$ cat src/rtl/bcd_converter_if.sv
// ---------------------------------------------------------------------------
// bcd_converter_if
// Handshake and data bundle for the binary-to-BCD converter.
//   start        : request a conversion of bin_in (requester -> converter)
//   bin_in[7:0]  : binary value, unsigned or two's complement
//   signed_mode  : 1 = bin_in is two's complement
//   ovf_in       : upstream overflow flag, captured with bin_in
//   bcd_out[11:0]: {hundreds, tens, ones} BCD of the magnitude
//   neg_out      : completed result was negative
//   err_out      : captured ovf_in of the completed conversion
//   busy         : conversion in progress
//   done         : one-cycle pulse, outputs just updated
// master = requester side, slave = converter side.
// ---------------------------------------------------------------------------
interface bcd_converter_if;
  logic        start;
  logic [7:0]  bin_in;
  logic        signed_mode;
  logic        ovf_in;
  logic [11:0] bcd_out;
  logic        neg_out;
  logic        err_out;
  logic        busy;
  logic        done;

  modport master (
    output start, bin_in, signed_mode, ovf_in,
    input  bcd_out, neg_out, err_out, busy, done
  );

  modport slave (
    input  start, bin_in, signed_mode, ovf_in,
    output bcd_out, neg_out, err_out, busy, done
  );
endinterface

$ cat src/rtl/bcd_converter.sv
// ---------------------------------------------------------------------------
// bcd_converter
// Sequential 8-bit binary to 3-digit BCD converter (double-dabble).
// A start in IDLE or DONE captures the operands; SHIFT runs for exactly
// 8 cycles; DONE presents the result with a one-cycle done pulse. A start
// held during DONE chains a new conversion (9-cycle period). Starts seen
// during SHIFT are ignored.
// Ports:
//   clk   : single clock, rising edge
//   rst_n : synchronous active-low reset, overrides start
//   bus   : bcd_converter_if.slave (start/bin_in/signed_mode/ovf_in in,
//           bcd_out/neg_out/err_out/busy/done out, all outputs registered)
// ---------------------------------------------------------------------------
module bcd_converter (
  input logic            clk,
  input logic            rst_n,
  bcd_converter_if.slave bus
);

  typedef enum logic [1:0] {IDLE, SHIFT, DONE} state_t;

  state_t      state;
  logic [7:0]  mag;       // magnitude being shifted out MSB first
  logic [11:0] scratch;   // BCD digits under construction
  logic [2:0]  cnt;       // SHIFT step counter, 0..7
  logic        neg_q;
  logic        err_q;

  logic [7:0]  mag_abs;
  logic [11:0] dab;
  logic [11:0] scratch_next;

  // Correct a digit so that the following doubling carries into the next
  // decade instead of leaving a non-decimal value.
  function automatic logic [3:0] add3(input logic [3:0] d);
    return (d >= 4'd5) ? d + 4'd3 : d;
  endfunction

  // Two's complement negate; 0x80 maps to 0x80, i.e. 128 as unsigned.
  assign mag_abs = (bus.signed_mode & bus.bin_in[7]) ? (~bus.bin_in + 8'd1)
                                                     : bus.bin_in;

  // NOTE: every always_comb output is assigned on every path, so no latch.
  always_comb begin
    dab          = {add3(scratch[11:8]), add3(scratch[7:4]), add3(scratch[3:0])};
    // dab[11] is always 0 here: the hundreds digit never exceeds 2.
    scratch_next = {dab[10:0], mag[7]};
  end

  // NOTE: sequential state uses non-blocking assignments only, and reset is
  // sampled on the clock edge (synchronous), taking priority over start.
  always_ff @(posedge clk) begin
    if (!rst_n) begin
      state       <= IDLE;
      mag         <= '0;
      scratch     <= '0;
      cnt         <= '0;
      neg_q       <= 1'b0;
      err_q       <= 1'b0;
      bus.bcd_out <= '0;
      bus.neg_out <= 1'b0;
      bus.err_out <= 1'b0;
      bus.busy    <= 1'b0;
      bus.done    <= 1'b0;
    end else begin
      case (state)
        IDLE, DONE: begin
          bus.done <= 1'b0;
          if (bus.start) begin
            mag      <= mag_abs;
            // A zero input has bin_in[7]=0, so it is never flagged negative.
            neg_q    <= bus.signed_mode & bus.bin_in[7];
            err_q    <= bus.ovf_in;
            scratch  <= '0;
            cnt      <= '0;
            bus.busy <= 1'b1;
            state    <= SHIFT;
          end else begin
            state    <= IDLE;
          end
        end

        SHIFT: begin
          scratch <= scratch_next;
          mag     <= {mag[6:0], 1'b0};
          cnt     <= cnt + 3'd1;
          if (cnt == 3'd7) begin
            // Last step: publish the fully shifted digits directly so the
            // outputs never expose a partial result.
            bus.bcd_out <= scratch_next;
            bus.neg_out <= neg_q;
            bus.err_out <= err_q;
            bus.busy    <= 1'b0;
            bus.done    <= 1'b1;
            state       <= DONE;
          end
        end

        default: begin
          state    <= IDLE;
          bus.busy <= 1'b0;
          bus.done <= 1'b0;
        end
      endcase
    end
  end

endmodule
$ cat src/flat_wrapper.sv
// flat-port wrapper written by rule: the top's interface ports become plain ports
module bcd_converter_flat 
  (clk, rst_n, bus_start, bus_bin_in, bus_signed_mode, bus_ovf_in, bus_bcd_out, bus_neg_out, bus_err_out, bus_busy, bus_done);
  bcd_converter_if bus_i ();
  input logic clk;
  input logic rst_n;
  input wire logic [$bits(bus_i.start)-1:0] bus_start;
  input wire logic [$bits(bus_i.bin_in)-1:0] bus_bin_in;
  input wire logic [$bits(bus_i.signed_mode)-1:0] bus_signed_mode;
  input wire logic [$bits(bus_i.ovf_in)-1:0] bus_ovf_in;
  output wire logic [$bits(bus_i.bcd_out)-1:0] bus_bcd_out;
  output wire logic [$bits(bus_i.neg_out)-1:0] bus_neg_out;
  output wire logic [$bits(bus_i.err_out)-1:0] bus_err_out;
  output wire logic [$bits(bus_i.busy)-1:0] bus_busy;
  output wire logic [$bits(bus_i.done)-1:0] bus_done;
  assign bus_i.start = bus_start;
  assign bus_i.bin_in = bus_bin_in;
  assign bus_i.signed_mode = bus_signed_mode;
  assign bus_i.ovf_in = bus_ovf_in;
  assign bus_bcd_out = bus_i.bcd_out;
  assign bus_neg_out = bus_i.neg_out;
  assign bus_err_out = bus_i.err_out;
  assign bus_busy = bus_i.busy;
  assign bus_done = bus_i.done;
  bcd_converter u_core (.clk(clk), .rst_n(rst_n), .bus(bus_i));
endmodule
$ cat config.mk
export PLATFORM = sky130hd
export DESIGN_NAME = bcd_converter_flat
export DESIGN_NICKNAME = d
export VERILOG_FILES = /design/src/rtl/bcd_converter_if.sv /design/src/rtl/bcd_converter.sv /design/src/flat_wrapper.sv
export SDC_FILE = /design/constraint.sdc
export NUM_CORES = 1
export LEC_CHECK = 0
export CAP_MARGIN = 10
export CORE_ASPECT_RATIO = 1.25
export CORE_MARGIN = 3
export CORE_UTILIZATION = 45
export CTS_CLUSTER_DIAMETER = 30
export DETAILED_ROUTE_END_ITERATION = 8
export PLACE_DENSITY = 0.7
export SETUP_SLACK_MARGIN = 0.05
export SYNTH_ARGS = -nofsm -noshare
export SYNTH_HDL_FRONTEND = slang
export SYNTH_SLANG_ARGS = --single-unit
$ cat constraint.sdc
create_clock -name clk -period 2 [get_ports clk]
set_input_delay 0.2 -clock clk [delete_from_list [all_inputs] [get_ports clk]]
set_output_delay 0.2 -clock clk [all_outputs]
set_load 0.01 [all_outputs]
* Word-level counts from Yosys, hierarchy flattened
Cells that the tools add are included.
Storage, ports and cells: bits in registers 43, output and inout bits 16, input bits 13, word-level logic and storage cells 50
Cells by class: add/subtract/negate cells 5, mux-type cells 16, bitwise gates (word level) 2, equality and inequality tests 5, reductions and logical operators 8, $lt $le $gt $ge 3
Operator list (count):
- $pmux 12 s2 | 1
- $mux 8 | 2
- $pmux 8 s2 | 1
- $ge 4x3->1 const B | 3
- $mux 12 | 1
- $reduce_and 2->1 | 5
- $add 4x2->4 const B | 2
- $add 8x1->8 const B | 1
- $mux 4 | 2
- $not 8->8 | 1
- $mux 3 | 2
- $pmux 3 s2 | 1
- $pmux 2 s2 | 1
- $add 3x1->3 const B | 1
- $add 3x2->3 const B | 1
- $eq 3x3->1 const B | 1
- $mux 1 | 3
- $eq 2x1->1 const B | 1
- $eq 2x2->1 const B | 1
- $logic_not 2->1 | 1
- $mux 2 | 1
- $ne 2x1->1 const B | 1
- $ne 2x2->1 const B | 1
- $pmux 1 s2 | 1
- 3 further kinds | 3

* Logic depth before layout (Yosys ltp)
depth in word-level cells 5, depth in mapped cells 6, gate-level depth less buffers 6

* Worst setup path before layout
Ideal clock, no wire load.
path type reg-to-reg, start register u_core.scratch[0], end register u_core.bus.bcd_out[2], library setup time 0.074 ns, path buffers 0, arrival 1.374 ns, required time 1.926 ns, stages on the path, launching flop included 7, period minus slack after synthesis 1.449 ns, setup slack 0.551 ns, path through dfxtp_1 -> inv_1 -> ha_1 -> nand2b_1 -> a21oi_1 -> mux2_2 -> o21ai_0
On the way: longest elaborated chain between the ends 2, elaborated cells between the ends (all ways) 3, those cells by class add/sub: 1; order compare: 1; mux: 1
Ends and longest elaborated chain:
- from (decl) | line bcd_converter.sv:24 | logic [11:0] scratch;
- from (signal assigned) | line bcd_converter.sv:84 | scratch <= scratch_next;
- $add 4x2->4 / $ge 4x3->1 (equally long branches) | line bcd_converter.sv:36 | return (d >= 4'd5) ? d + 4'd3 : d;
- $mux 4 (*) | line bcd_converter.sv:36
- to (signal assigned) | line bcd_converter.sv:90 | bus.bcd_out <= scratch_next;
- to (decl) | line bcd_converter_if.sv:33 | output bcd_out, neg_out, err_out, busy, done
Every way passes the cells marked *; elsewhere a longest branch is shown, timed or not. A chain may end at the register's enable or synchronous reset.

* Final worst setup path
start register u_core.cnt[0], end register u_core.bus.bcd_out[8]
On the way: longest elaborated chain between the ends 2
Ends and longest elaborated chain:
- from (decl) | line bcd_converter.sv:25 | logic [2:0] cnt;
- from (signal assigned) | line bcd_converter.sv:86 | cnt <= cnt + 3'd1;
- $eq 3x3->1 | line bcd_converter.sv:87 | if (cnt == 3'd7) begin
- $reduce_and 2->1 (no line)
Every way passes these cells.

==> results.py <==
metrics = {
    "status": {
        "status": "completed",
    },
    "floorplanning": {
        "start_util_pct": 47.9,
        "dieArea_mm2": 0.00535,
        "core_mm2": 0.00423,
        "die_h_um": 81.0,
        "io_pins": 29,
        "die_w_um": 66.0,
        "fp-row-count": 26,
    },
    "global_routing": {
        "grt_usage_pct": 17.6,
        "antenna_found_initial": 0,
        "grt_max_degree": 21,
        "grt_overflow": 0,
        "grt_pass1_vias": 1660,
        "grt_pass1_wl_um": 7280,
    },
    "drt": {
        "routed_wl_um": 4180,
        "drtPass1Iterations": 4,
        "drtIter0Drc": 49,
        "ant_nets": 0,
        "wire_per_inst_um": 13.1,
        "drcViolationCount": 0,
        "via_per_inst": 5.33,
        "num_vias": 1704,
    },
    "sta": {
        "fmax_ghz": 0.600,
        "min_period_ns": 1.67,
        "rsz0062_at_grt": "false",
        "slew_headroom_pct": 68.8,
        "finalSetupViolations": 0,
        "slew_violations": 0,
        "hold_violations": 0,
        "timing.hold.ws_ns": 0.454,
        "fin_tns_setup_ns": 0,
        "tightest_slew_ns": 0.466,
        "fin_skew_ns": 0.00297,
        "fin_crit_sh_pct": 83.4,
    },
    "pwr": {
        "p_comb_share_pct": 11.6,
        "power_frac_clock_pct": 31.5,
        "seqPwrFrac_pct": 56.9,
        "power.leakage_nw": 0.902,
        "swShare_pct": 23.3,
        "internal_power_mw": 1.20,
        "vdd_drop_max_v": 0.000321,
        "power_density_mw_per_mm2": 627,
        "switching_power_uw": 363,
    },
    "placed_design": {
        "io_buffers": 28,
        "dpl.hpwl_um": 3160,
        "place_area_mm2": 0.00242,
        "gp_congestion": 0.829,
    },
    "min_path": {
        "min-delay-start": "u_core.bus.err_out",
        "hp-class": "register to register",
    },
    "clock_network": {
        "cts_buffer_depth": 2,
        "post-cts-setup-buffers": 0,
        "postCtsHoldBufs": 0,
        "cts.repair.resized": 0,
        "clock_tree.root_cell": "clkbuf_8",
        "cts_sinks": 43,
        "clock_latency_ns": 0.28,
        "cts_tree": "built",
        "path_clk_slew_ns": 0.07,
        "h-tree-depth": 2,
        "cts_buffers": 5,
    },
    "synthesis": {
        "yosys.area.top_type": "dfxtp_1",
        "synth_area_mm2": 0.00203,
        "synth_nets": 250,
        "avgSynthCellArea_um2": 8.89,
        "netlist_instances": 228,
        "synth-edff-count": 0,
        "async_reset_ff_share_pct": 0,
        "synth_area_leaders": "dfxtp_1 (42%), a21oi_1 (5.7%), ha_1 (5.6%), mux2_2 (5.6%), nor3b_1 (4.8%)",
        "seq_area_frac_synth_pct": 42.5,
        "yosysWarnings": 0,
        "ys_ff_latch": 43,
        "yosysTopAreaCellShare_pct": 42.5,
        "synth_ff_type": "dfxtp_1",
        "synth_cell_types": 37,
    },
    "critical_path": {
        "crit_start": "u_core.cnt[0]",
        "worstPathMaxFanout": 8,
        "cp.required_ns": 2.20,
        "critPathKind": "register to register",
        "r2r_start": "u_core.cnt[0]",
        "crit_arrival_ns": 1.87,
        "cp-end-kind": "register",
        "start_kind": "register",
    },
    "finish": {
        "syn2layout_area_growth_pct": 23.0,
        "diodes": 0,
        "num-nets-final": 287,
        "drive_above_1_share_pct": 12.5,
        "final_util_pct": 59.0,
        "final_area_mm2": 0.00249,
    },
    "job": {
        "maxCapViolCount": 0,
    },
}
==> cells in the final DEF, fill, tap and decap left out <==
cell type	count
and2b_1	1
nor2b_1	1
nor3_2	1
a31oi_1	1
a22o_1	2
a32o_1	3
a21oi_1	23
nand2_1	18
mux2_2	10
and2_1	1
dfxtp_1	43
nor3_1	1
o31ai_1	3
nand4_1	1
a211oi_1	3
o21ai_1	1
clkbuf_1	1
o21bai_2	1
nand3_1	6
and3_1	1
xor2_1	1
nand3_2	1
nand3b_1	1
nand2b_1	5
inv_2	1
nor3b_1	13
o21ai_0	16
or4_4	1
buf_4	12
o22ai_1	9
a221oi_1	2
nor2_1	20
clkdlybuf4s50_1	28
ha_1	9
xnor2_1	8
inv_1	9
clkbuf_8	5
o41ai_2	1
==> registers in the layout, indices dropped and copies added (netlist names) <==
register and flops:
u_core.state 2, u_core.bus.done 1, u_core.scratch 12, u_core.bus.busy 1
u_core.err_q 1, u_core.mag 8, u_core.neg_q 1, u_core.bus.err_out 1
u_core.bus.bcd_out 12, u_core.cnt 3, u_core.bus.neg_out 1
==> kinds of logic after synthesis <==
group	Yosys count	synth area share, %
and+or+nand+nor	72	18.6
buffers and inverters	20	4.14
muxes	10	5.56
AOI/OAI and AO/OA	65	19.8
adders and majority gates	9	5.56
DFF	43	42.5
xor gates and xnor gates	9	3.89
==> worst max-delay path, stage by stage (launching register included) <==
cell and delay [ns]:
dfxtp_1 0.37, ha_1 0.18, ha_1 0.24, and2_1 0.35
buf_4 0.22, nor2_1 0.04, a211oi_1 0.18
==> power groups by stage <==
stage               clock [mW]  sequential (mW)  combinational, mW
global placement             0            0.908              0.180
finish                   0.492            0.889              0.182
detailed placement           0            0.909              0.182
CTS                      0.514            0.888              0.183
floorplan                    0            0.906              0.111
global route             0.544            0.891              0.202
==> synthesized netlist by cell type (7+ instances only) <==
cell type / count
xnor2_1: 8
o21ai_0: 16
dfxtp_1: 43
o22ai_1: 9
nor2_1: 20
nor3b_1: 13
mux2_2: 10
nand2_1: 18
ha_1: 9
a21oi_1: 23
buf_2: 7
inv_1: 9
==> metrics by stage <==
step                power [mW]  setup slack, ns  std cells
global route              1.64           0.0956        320
detailed placement        1.09            0.210        314
CTS                       1.59            0.293        320
finish                    1.56            0.333        320
floorplan                 1.02            0.551        228
global placement          1.09            0.257        314
==> layer usage <==
layer  GRT usage [%]  wire (um)  up-vias
li1                -          -      885
met1            19.6       1850      775
met2            32.2       2090       37
met3            3.87        162        7
met4            6.91         83        0
met5               0          0        -
==> final timing paths <==
kind	to	slack, ns	cells past startpoint
min	u_core.bus.err_out	0.45	2
min reg2reg	u_core.bus.err_out	0.45	2
max	u_core.bus.bcd_out[8]	0.33	6
max reg2reg	u_core.bus.bcd_out[8]	0.33	6
==> layout make-up <==
type	count	area, um2
multi-input combinational	165	1080
inverter	10	37.5
clock buffer	6	72.6
fill	403	1740
timing repair buffer	40	370
sequential	43	861
tap	56	70.1
Power figures use the tool's default switching activity.
